File: src/rtl/invader_march_controller_if.sv
// Bus between game_state_machine / alien renderer and the invader march controller.
// The controller connects through the slave modport; its driver uses master.
interface invader_march_controller_if;
    logic       v_sync;
    logic       run;
    logic       reset_game;
    logic [5:0] alive_count;
    logic [7:0] x_offset;
    logic [7:0] y_offset;
    logic       dir;
    logic       step_pulse;
    logic       game_over_trigger;
    logic       wave_clear;

    modport master (
        output v_sync, run, reset_game, alive_count,
        input  x_offset, y_offset, dir, step_pulse, game_over_trigger, wave_clear
    );

    modport slave (
        input  v_sync, run, reset_game, alive_count,
        output x_offset, y_offset, dir, step_pulse, game_over_trigger, wave_clear
    );
endinterface

File: src/rtl/invader_march_controller.sv
// Marches the alien formation one step every `period` frames, reverses and descends at the edges,
// speeds up as aliens die, and flags game over at the floor or wave clear when no aliens remain.
module invader_march_controller #(
    parameter int X_MAX       = 64,
    parameter int X_STEP      = 4,
    parameter int Y_STEP      = 8,
    parameter int Y_LIMIT     = 64,
    parameter int MIN_PERIOD  = 2,
    parameter int SPEED_SHIFT = 2
) (
    input logic                        clk,
    input logic                        rst_n,
    invader_march_controller_if.slave  bus
);
    typedef enum logic [2:0] {IDLE, MARCH, DESCEND, OVER, CLEARED} state_t;

    state_t     state_q, state_d;
    logic [7:0] x_q, x_d;
    logic [7:0] y_q, y_d;
    logic       dir_q, dir_d;
    logic       pulse_q, pulse_d;
    logic       over_q, over_d;
    logic       clear_q, clear_d;
    logic       v_sync_q, v_sync_d;
    logic [6:0] frame_cnt_q, frame_cnt_d;

    logic       tick;
    logic [6:0] period;
    logic [8:0] x_right;
    logic [8:0] y_sum;
    logic [7:0] y_new;

    assign tick    = bus.v_sync & ~v_sync_q;
    assign period  = 7'(MIN_PERIOD) + {1'b0, bus.alive_count >> SPEED_SHIFT};
    assign x_right = {1'b0, x_q} + 9'(X_STEP);
    assign y_sum   = {1'b0, y_q} + 9'(Y_STEP);
    assign y_new   = y_sum[8] ? 8'hFF : y_sum[7:0];

    assign bus.x_offset          = x_q;
    assign bus.y_offset          = y_q;
    assign bus.dir               = dir_q;
    assign bus.step_pulse        = pulse_q;
    assign bus.game_over_trigger = over_q;
    assign bus.wave_clear        = clear_q;

    always_ff @(posedge clk) begin
        if (!rst_n) begin
            state_q     <= IDLE;
            x_q         <= 8'd0;
            y_q         <= 8'd0;
            dir_q       <= 1'b0;
            pulse_q     <= 1'b0;
            over_q      <= 1'b0;
            clear_q     <= 1'b0;
            v_sync_q    <= 1'b0;
            frame_cnt_q <= 7'd0;
        end else begin
            state_q     <= state_d;
            x_q         <= x_d;
            y_q         <= y_d;
            dir_q       <= dir_d;
            pulse_q     <= pulse_d;
            over_q      <= over_d;
            clear_q     <= clear_d;
            v_sync_q    <= v_sync_d;
            frame_cnt_q <= frame_cnt_d;
        end
    end

    always_comb begin
        state_d     = state_q;
        x_d         = x_q;
        y_d         = y_q;
        dir_d       = dir_q;
        pulse_d     = 1'b0;
        v_sync_d    = bus.v_sync;
        frame_cnt_d = frame_cnt_q;

        if (bus.reset_game) begin
            state_d     = IDLE;
            x_d         = 8'd0;
            y_d         = 8'd0;
            dir_d       = 1'b0;
            v_sync_d    = 1'b0;
            frame_cnt_d = 7'd0;
        end else begin
            case (state_q)
                IDLE: begin
                    if (bus.run) begin
                        state_d     = MARCH;
                        frame_cnt_d = 7'd0;
                    end
                end
                MARCH: begin
                    // An empty formation wins over any step landing on the same edge.
                    if (bus.alive_count == 6'd0) begin
                        state_d = CLEARED;
                    end else if (bus.run && tick) begin
                        if ((frame_cnt_q + 7'd1) >= period) begin
                            frame_cnt_d = 7'd0;
                            if (!dir_q) begin
                                if (x_right > 9'(X_MAX)) begin
                                    state_d = DESCEND;
                                end else begin
                                    x_d     = x_right[7:0];
                                    pulse_d = 1'b1;
                                end
                            end else begin
                                if (x_q < 8'(X_STEP)) begin
                                    state_d = DESCEND;
                                end else begin
                                    x_d     = x_q - 8'(X_STEP);
                                    pulse_d = 1'b1;
                                end
                            end
                        end else begin
                            frame_cnt_d = frame_cnt_q + 7'd1;
                        end
                    end
                end
                DESCEND: begin
                    if (bus.alive_count == 6'd0) begin
                        state_d = CLEARED;
                    end else if (bus.run && tick) begin
                        y_d         = y_new;
                        dir_d       = ~dir_q;
                        pulse_d     = 1'b1;
                        frame_cnt_d = 7'd0;
                        state_d     = (y_new >= 8'(Y_LIMIT)) ? OVER : MARCH;
                    end
                end
                OVER: begin
                end
                CLEARED: begin
                end
                default: begin
                    state_d = IDLE;
                end
            endcase
        end

        over_d  = (state_d == OVER);
        clear_d = (state_d == CLEARED);
    end
endmodule

File: src/flat_wrapper.sv
// flat-port wrapper written by rule: the top's interface ports become plain ports
module invader_march_controller_flat 
#(
    parameter int X_MAX       = 64,
    parameter int X_STEP      = 4,
    parameter int Y_STEP      = 8,
    parameter int Y_LIMIT     = 64,
    parameter int MIN_PERIOD  = 2,
    parameter int SPEED_SHIFT = 2
)
  (clk, rst_n, bus_v_sync, bus_run, bus_reset_game, bus_alive_count, bus_x_offset, bus_y_offset, bus_dir, bus_step_pulse, bus_game_over_trigger, bus_wave_clear);
  invader_march_controller_if bus_i ();
  input logic clk;
  input logic rst_n;
  input wire logic [$bits(bus_i.v_sync)-1:0] bus_v_sync;
  input wire logic [$bits(bus_i.run)-1:0] bus_run;
  input wire logic [$bits(bus_i.reset_game)-1:0] bus_reset_game;
  input wire logic [$bits(bus_i.alive_count)-1:0] bus_alive_count;
  output wire logic [$bits(bus_i.x_offset)-1:0] bus_x_offset;
  output wire logic [$bits(bus_i.y_offset)-1:0] bus_y_offset;
  output wire logic [$bits(bus_i.dir)-1:0] bus_dir;
  output wire logic [$bits(bus_i.step_pulse)-1:0] bus_step_pulse;
  output wire logic [$bits(bus_i.game_over_trigger)-1:0] bus_game_over_trigger;
  output wire logic [$bits(bus_i.wave_clear)-1:0] bus_wave_clear;
  assign bus_i.v_sync = bus_v_sync;
  assign bus_i.run = bus_run;
  assign bus_i.reset_game = bus_reset_game;
  assign bus_i.alive_count = bus_alive_count;
  assign bus_x_offset = bus_i.x_offset;
  assign bus_y_offset = bus_i.y_offset;
  assign bus_dir = bus_i.dir;
  assign bus_step_pulse = bus_i.step_pulse;
  assign bus_game_over_trigger = bus_i.game_over_trigger;
  assign bus_wave_clear = bus_i.wave_clear;
  invader_march_controller #(.X_MAX(X_MAX), .X_STEP(X_STEP), .Y_STEP(Y_STEP), .Y_LIMIT(Y_LIMIT), .MIN_PERIOD(MIN_PERIOD), .SPEED_SHIFT(SPEED_SHIFT)) u_core (.clk(clk), .rst_n(rst_n), .bus(bus_i));
endmodule
File: config.mk
export PLATFORM = sky130hd
export DESIGN_NAME = invader_march_controller_flat
export DESIGN_NICKNAME = d
export VERILOG_FILES = /design/src/rtl/invader_march_controller_if.sv /design/src/rtl/invader_march_controller.sv /design/src/flat_wrapper.sv
export SDC_FILE = /design/constraint.sdc
export NUM_CORES = 1
export LEC_CHECK = 0
export ABC_AREA = 1
export ABC_CLOCK_PERIOD_IN_PS = 2800
export BUFFER_PORTS_ARGS = -buffer_cell sky130_fd_sc_hd__buf_2
export CAP_MARGIN = 10
export CELL_PAD_IN_SITES_DETAIL_PLACEMENT = 1
export CELL_PAD_IN_SITES_GLOBAL_PLACEMENT = 1
export CORE_MARGIN = 3
export CORE_UTILIZATION = 39
export CTS_CLUSTER_SIZE = 40
export DETAILED_ROUTE_END_ITERATION = 10
export GPL_ROUTABILITY_DRIVEN = 0
export GPL_TIMING_DRIVEN = 0
export HOLD_SLACK_MARGIN = 0.05
export PLACE_DENSITY = 0.82
export REMOVE_ABC_BUFFERS = 1
export SYNTH_ARGS = -nofsm -noshare
export SYNTH_HDL_FRONTEND = slang
export SYNTH_SLANG_ARGS = --single-unit
File: constraint.sdc
create_clock -name clk -period 2.8 [get_ports clk]
set_input_delay 0.56 -clock clk [delete_from_list [all_inputs] [get_ports clk]]
set_output_delay 0.56 -clock clk [all_outputs]
set_load 0.02 [all_outputs]
---- Word-level counts from Yosys, hierarchy flattened ----
Index checks and enable logic that the tools add are counted.
word-level totals
  register bits after elaboration ......... 31
  input bits .............................. 11
  output and inout port bits .............. 20
  logic and storage cells ................. 77
cells by class
  $lt $le $gt $ge ......................... 4
  bitwise logic cells ..................... 5
  eq/ne operators ......................... 13
  reduce and logical (&&, ||, !) cells .... 9
  muxes and demuxes ....................... 32
  add/sub/neg operators ................... 5
operator list
  operator             count
  $mux 7               6
  $mux 8               4
  $mux 3               10
  $pmux 7 s3           1
  $pmux 3 s4           1
  $reduce_and 6->1     2
  $add 8x3->9 const B  1
  $add 8x4->9 const B  1
  $eq 3x2->1 const B   3
  $gt 9x7->1 const B   1
  $ge 8x7->1 const B   1
  $lt 8x3->1 const B   1
  $mux 1               8
  $ne 2x2->1 const B   4
  $sub 8x3->8 const B  1
  $add 7x1->7 const B  1
  $ge 7x7->1           1
  $eq 3x3->1 const B   2
  $logic_not 6->1      1
  $ne 2x1->1 const B   3
  $add 2x4->5 const A  1
  $not 1->1            4
  $reduce_or 2->1      2
  $eq 3x1->1 const B   1
  7 further kinds      7

---- Depth between registers and ports, before layout ----
  depth after elaboration ................. 10
  depth in mapped cells ................... 16
  mapped depth without buffers ............ 16

---- Least setup slack after synthesis ----
OpenSTA, ideal clock, no wires.
  path kind ............................... register to register
  start ................................... reg u_core.frame_cnt_q[0]
  end ..................................... reg u_core.x_q[7], in the netlist u_core.bus.x_offset[7]
  cell stages (with the launch flop) ...... 17
  period minus slack after synthesis ...... 2.014 ns
  setup time .............................. 0.115 ns
  data arrival time ....................... 1.899 ns
  setup slack ............................. 0.786 ns
  buffers on the path ..................... 0
  required time ........................... 2.685 ns
  cell sequence ........................... dfxtp_1 > ha_1 > nand3_1 > xor2_1 > inv_1 > ha_1 > nand2_1 > inv_1 > nand2_1 > nand2_1 > nor2_4 > nand2_4 > nand2_4 > nor2_8 > nand3_1 > nand2_1 > nor2_1
on the way
  cells in the longest elaborated chain, start to end .. 3
RTL lines
  what                        line                            source
  from (decl)                 invader_march_controller.sv:25  logic [6:0] frame_cnt_q, frame_cnt_d;
  from (signal assigned)      invader_march_controller.sv:66  frame_cnt_q <= frame_cnt_d;
  $add 7x1->7                 invader_march_controller.sv:99  if ((frame_cnt_q + 7'd1) >= period) begin
  $ge 7x7->1                  invader_march_controller.sv:99
  $reduce_and 6->1 (no line)  n/a
  to (signal assigned)        invader_march_controller.sv:49  x_q <= 8'd0;
  to (signal assigned)        invader_march_controller.sv:59  x_q <= x_d;
  to (decl)                   invader_march_controller.sv:18  logic [7:0] x_q, x_d;
No other way between the ends.
A chain may end at the register's enable or synchronous reset.

---- Worst setup path in the final report ----
Ends and elaborated chain as after synthesis.

==> flow_summary.yaml <==
floorplanning:
  coreArea_um2: 4500
  boundaryPins: 31
  die_area_um2: 5700
  start_util: 0.418
  dieWidth_um: 75.5
  die_h_um: 75.5
  row_count: 24
power_and_ir_drop:
  intPower_mw: 0.724
  p_comb_frac: 0.064
  switching_share: 0.225
  power_frac_seq: 0.445
  finalPower_mw: 0.935
  p_switching_mw: 0.210
  irDropWorstVdd_v: 0.000227
  pwr-share-clk: 0.491
  p_leak_nw: 1.08
  power_density_nw_per_um2: 430
worst_setup_path:
  reg2reg_depth: 16
  startpoint_type: "flop"
  reg2reg_from: "u_core.frame_cnt_q[0]$_SDFFE_PP0P_"
  r2r_slack_ns: 0.45
  crit_path_end_kind: "flop"
  arrival_ns: 2.53
  critPathSlowestCell: "dfxtp_1"
  reg2reg_to: "u_core.bus.x_offset[7]$_SDFFE_PP0P_"
  path_class: "reg2reg"
  crit_required_ns: 2.98
  crit_path_max_fanout: 10
  max_stage_delay_ns: 0.48
  crit_chain: "ha_1, nand3_1, xor2_1, inv_1, ha_1, nand2_1, inv_1, nand2_1, nand2_1, nor2_4, nand2_4, nand2_4, nor2_8, nand3_1, nand2_1, nor2_1"
  cpMostUsedCell: "nand2_1"
grt:
  grt_overflow: 0
  grt_max_degree: 15
  antenna_found_initial: 0
  grt_pass1_wl_mm: 7.78
  track_usage: 0.178
  grt_pass1_vias: 1753
finish:
  area_growth_pct: 15.3
  final_cell_mix: "nand2_1, inv_1, nor2_1"
  drive_gt1_frac: 0.183
  fin_nets: 333
  n_antenna_cell: 0
  final_common_cell: "nand2_1"
  final_util: 0.482
logic_synthesis:
  syn_inst: 281
  yosys.area.top_type: "dfxtp_1"
  yosysTopAreaCellShare: 0.308
  syn_area_um2: 1880
  ys_warn_count: 0
  syn_avg_cell_area_um2: 6.70
  synth.distinct_cells: 31
  synth-seq-cells: 29
  ys_seq_area_frac: 0.308
  synthTopCellsByArea: "dfxtp_1, nand2_1, inv_1"
clocking:
  clk_pin_slew_ns: 0.07
  htreeDepth: 2
  cts_tree: "yes"
  cts_inserted_buffers: 5
  cts_sinks: 29
  ctsResizeCount: 0
  cts_setup_buffers: 0
  clkLatencyLatePin_ns: 0.28
  root_buffer: "clkbuf_8"
  clockBufferDepth: 2
  cts_hold_buf: 0
detailed_routing:
  viasPerCell: 4.93
  drt-initial-drc-count: 58
  drt_wl_total_mm: 4.47
  vias: 1795
  ant_nets: 0
  drtPass1Iterations: 4
  post_drt_wl_per_cell_um: 12.3
  drc: 0
timing:
  period_needed_ns: 2.35
  hold_violations: 0
  hold_ws_ns: 0.448
  max_slew_margin: 0.311
  setup_viol: 0
  maxSlewViolCount: 0
  rsz0062_at_grt: "no"
  clock_skew_ns: 0.00560
  tightest_slew_ns: 1.03
  fin_tns_setup_ns: 0
  clock.fmax_mhz: 426
  fin_crit_sh: 0.839
status:
  outcome: "completed"
worst_hold_path:
  hp-class: "reg2reg"
  worstHoldPathCells: 2
  min-delay-start: "u_core.bus.y_offset[2]$_SDFFE_PP0P_"
  holdPathEnd: "u_core.bus.y_offset[2]$_SDFFE_PP0P_"
placed_design:
  portBuffers: 28
  place_hpwl_mm: 3.45
flow_run:
  max-cap-violations: 0
cell families after synthesis:
| family | count (synthesis) | synth area share |
|---|---|---|
| AOI/OAI and AO/OA | 33 | 0.0944 |
| adders and majority gates | 11 | 0.0731 |
| xor gates and xnor gates | 7 | 0.0326 |
| buffers and inverters | 52 | 0.111 |
| other | 1 | 0.00199 |
| DFF | 29 | 0.308 |
| and+or+nand+nor | 148 | 0.379 |
how the worst max path moves through the flow:
stage / to / cells past startpoint / from / slack (ns)
2_1_floorplan: u_core.bus.x_offset[7]$_SDFFE_PP0P_ / 16 / u_core.frame_cnt_q[0]$_SDFFE_PP0P_ / 0.78
3_3_place_gp: u_core.bus.game_over_trigger$_SDFF_PN0_ / 6 / bus_reset_game / 0.33
3_5_place_dp: u_core.bus.game_over_trigger$_SDFF_PN0_ / 7 / rst_n / 0.32
4_1_cts: u_core.bus.x_offset[7]$_SDFFE_PP0P_ / 16 / u_core.frame_cnt_q[0]$_SDFFE_PP0P_ / 0.45
5_1_grt: u_core.bus.x_offset[7]$_SDFFE_PP0P_ / 16 / u_core.frame_cnt_q[0]$_SDFFE_PP0P_ / 0.21
6_report: u_core.bus.x_offset[7]$_SDFFE_PP0P_ / 16 / u_core.frame_cnt_q[0]$_SDFFE_PP0P_ / 0.45
per-stage QoR:
stage,area (µm²),setup slack [ns],cells
CTS,2170,0.453,364
finish,2170,0.452,364
global route,2170,0.212,364
global placement,2060,0.327,356
floorplan,1850,0.782,276
detailed placement,2060,0.322,356
cells in the mapped netlist, drive strengths merged:
cell type	instances
nand3b	2
nand3	23
inv	46
nor2	42
a21oi	16
xor2	6
or2	1
a211oi	1
nor3	2
and3	2
dfxtp	29
o211a	1
clkbuf	1
nand4	6
buf	5
o21ai	12
conb	1
xnor2	1
nand2	70
o211ai	1
ha	11
a31oi	2
routing by layer:
| metal | GRT usage | vias up | wire length, µm |
|---|---|---|---|
| met3 | 0.0449 | 8 | 177 |
| li1 | - | 942 | - |
| met4 | 0.0583 | 0 | 65 |
| met5 | 0 | - | 0 |
| met2 | 0.310 | 27 | 2160 |
| met1 | 0.214 | 818 | 2070 |
registers in the layout, indices dropped and copies added, names as in the netlist:
signal                        flops
u_core.bus.y_offset               8
u_core.frame_cnt_q                7
u_core.bus.x_offset               6
u_core.state_q                    3
u_core.bus.dir                    1
u_core.bus.game_over_trigger      1
u_core.bus.step_pulse             1
u_core.bus.wave_clear             1
u_core.v_sync_q                   1
worst max-delay path, delay by kind of cell (launching register included):
| family | cells | cell delay (ns) |
|---|---|---|
| adders and majority gates | 2 | 0.59 |
| xor gates and xnor gates | 1 | 0.15 |
| DFF | 1 | 0.48 |
| and+or+nand+nor | 11 | 0.91 |
| buffers and inverters | 2 | 0.12 |
power groups by stage:
stage	clock, mW	combinational, mW	sequential, mW
final	0.459	0.0603	0.416
after global routing	0.494	0.0700	0.415
after CTS	0.468	0.0613	0.416
after detailed placement	0	0.0612	0.425
after global placement	0	0.0586	0.425
after floorplan	0	0.0412	0.425
area by class of cell:
type | instances | area [µm²]
sequential | 29 | 581
clock buffer | 7 | 86.3
fill | 623 | 2330
tap | 52 | 65.1
inverter | 46 | 173
clock inverter | 1 | 30.0
multi-input combinational | 201 | 1100
timing repair buffer | 28 | 140
Power figures use the tool's default switching activity.
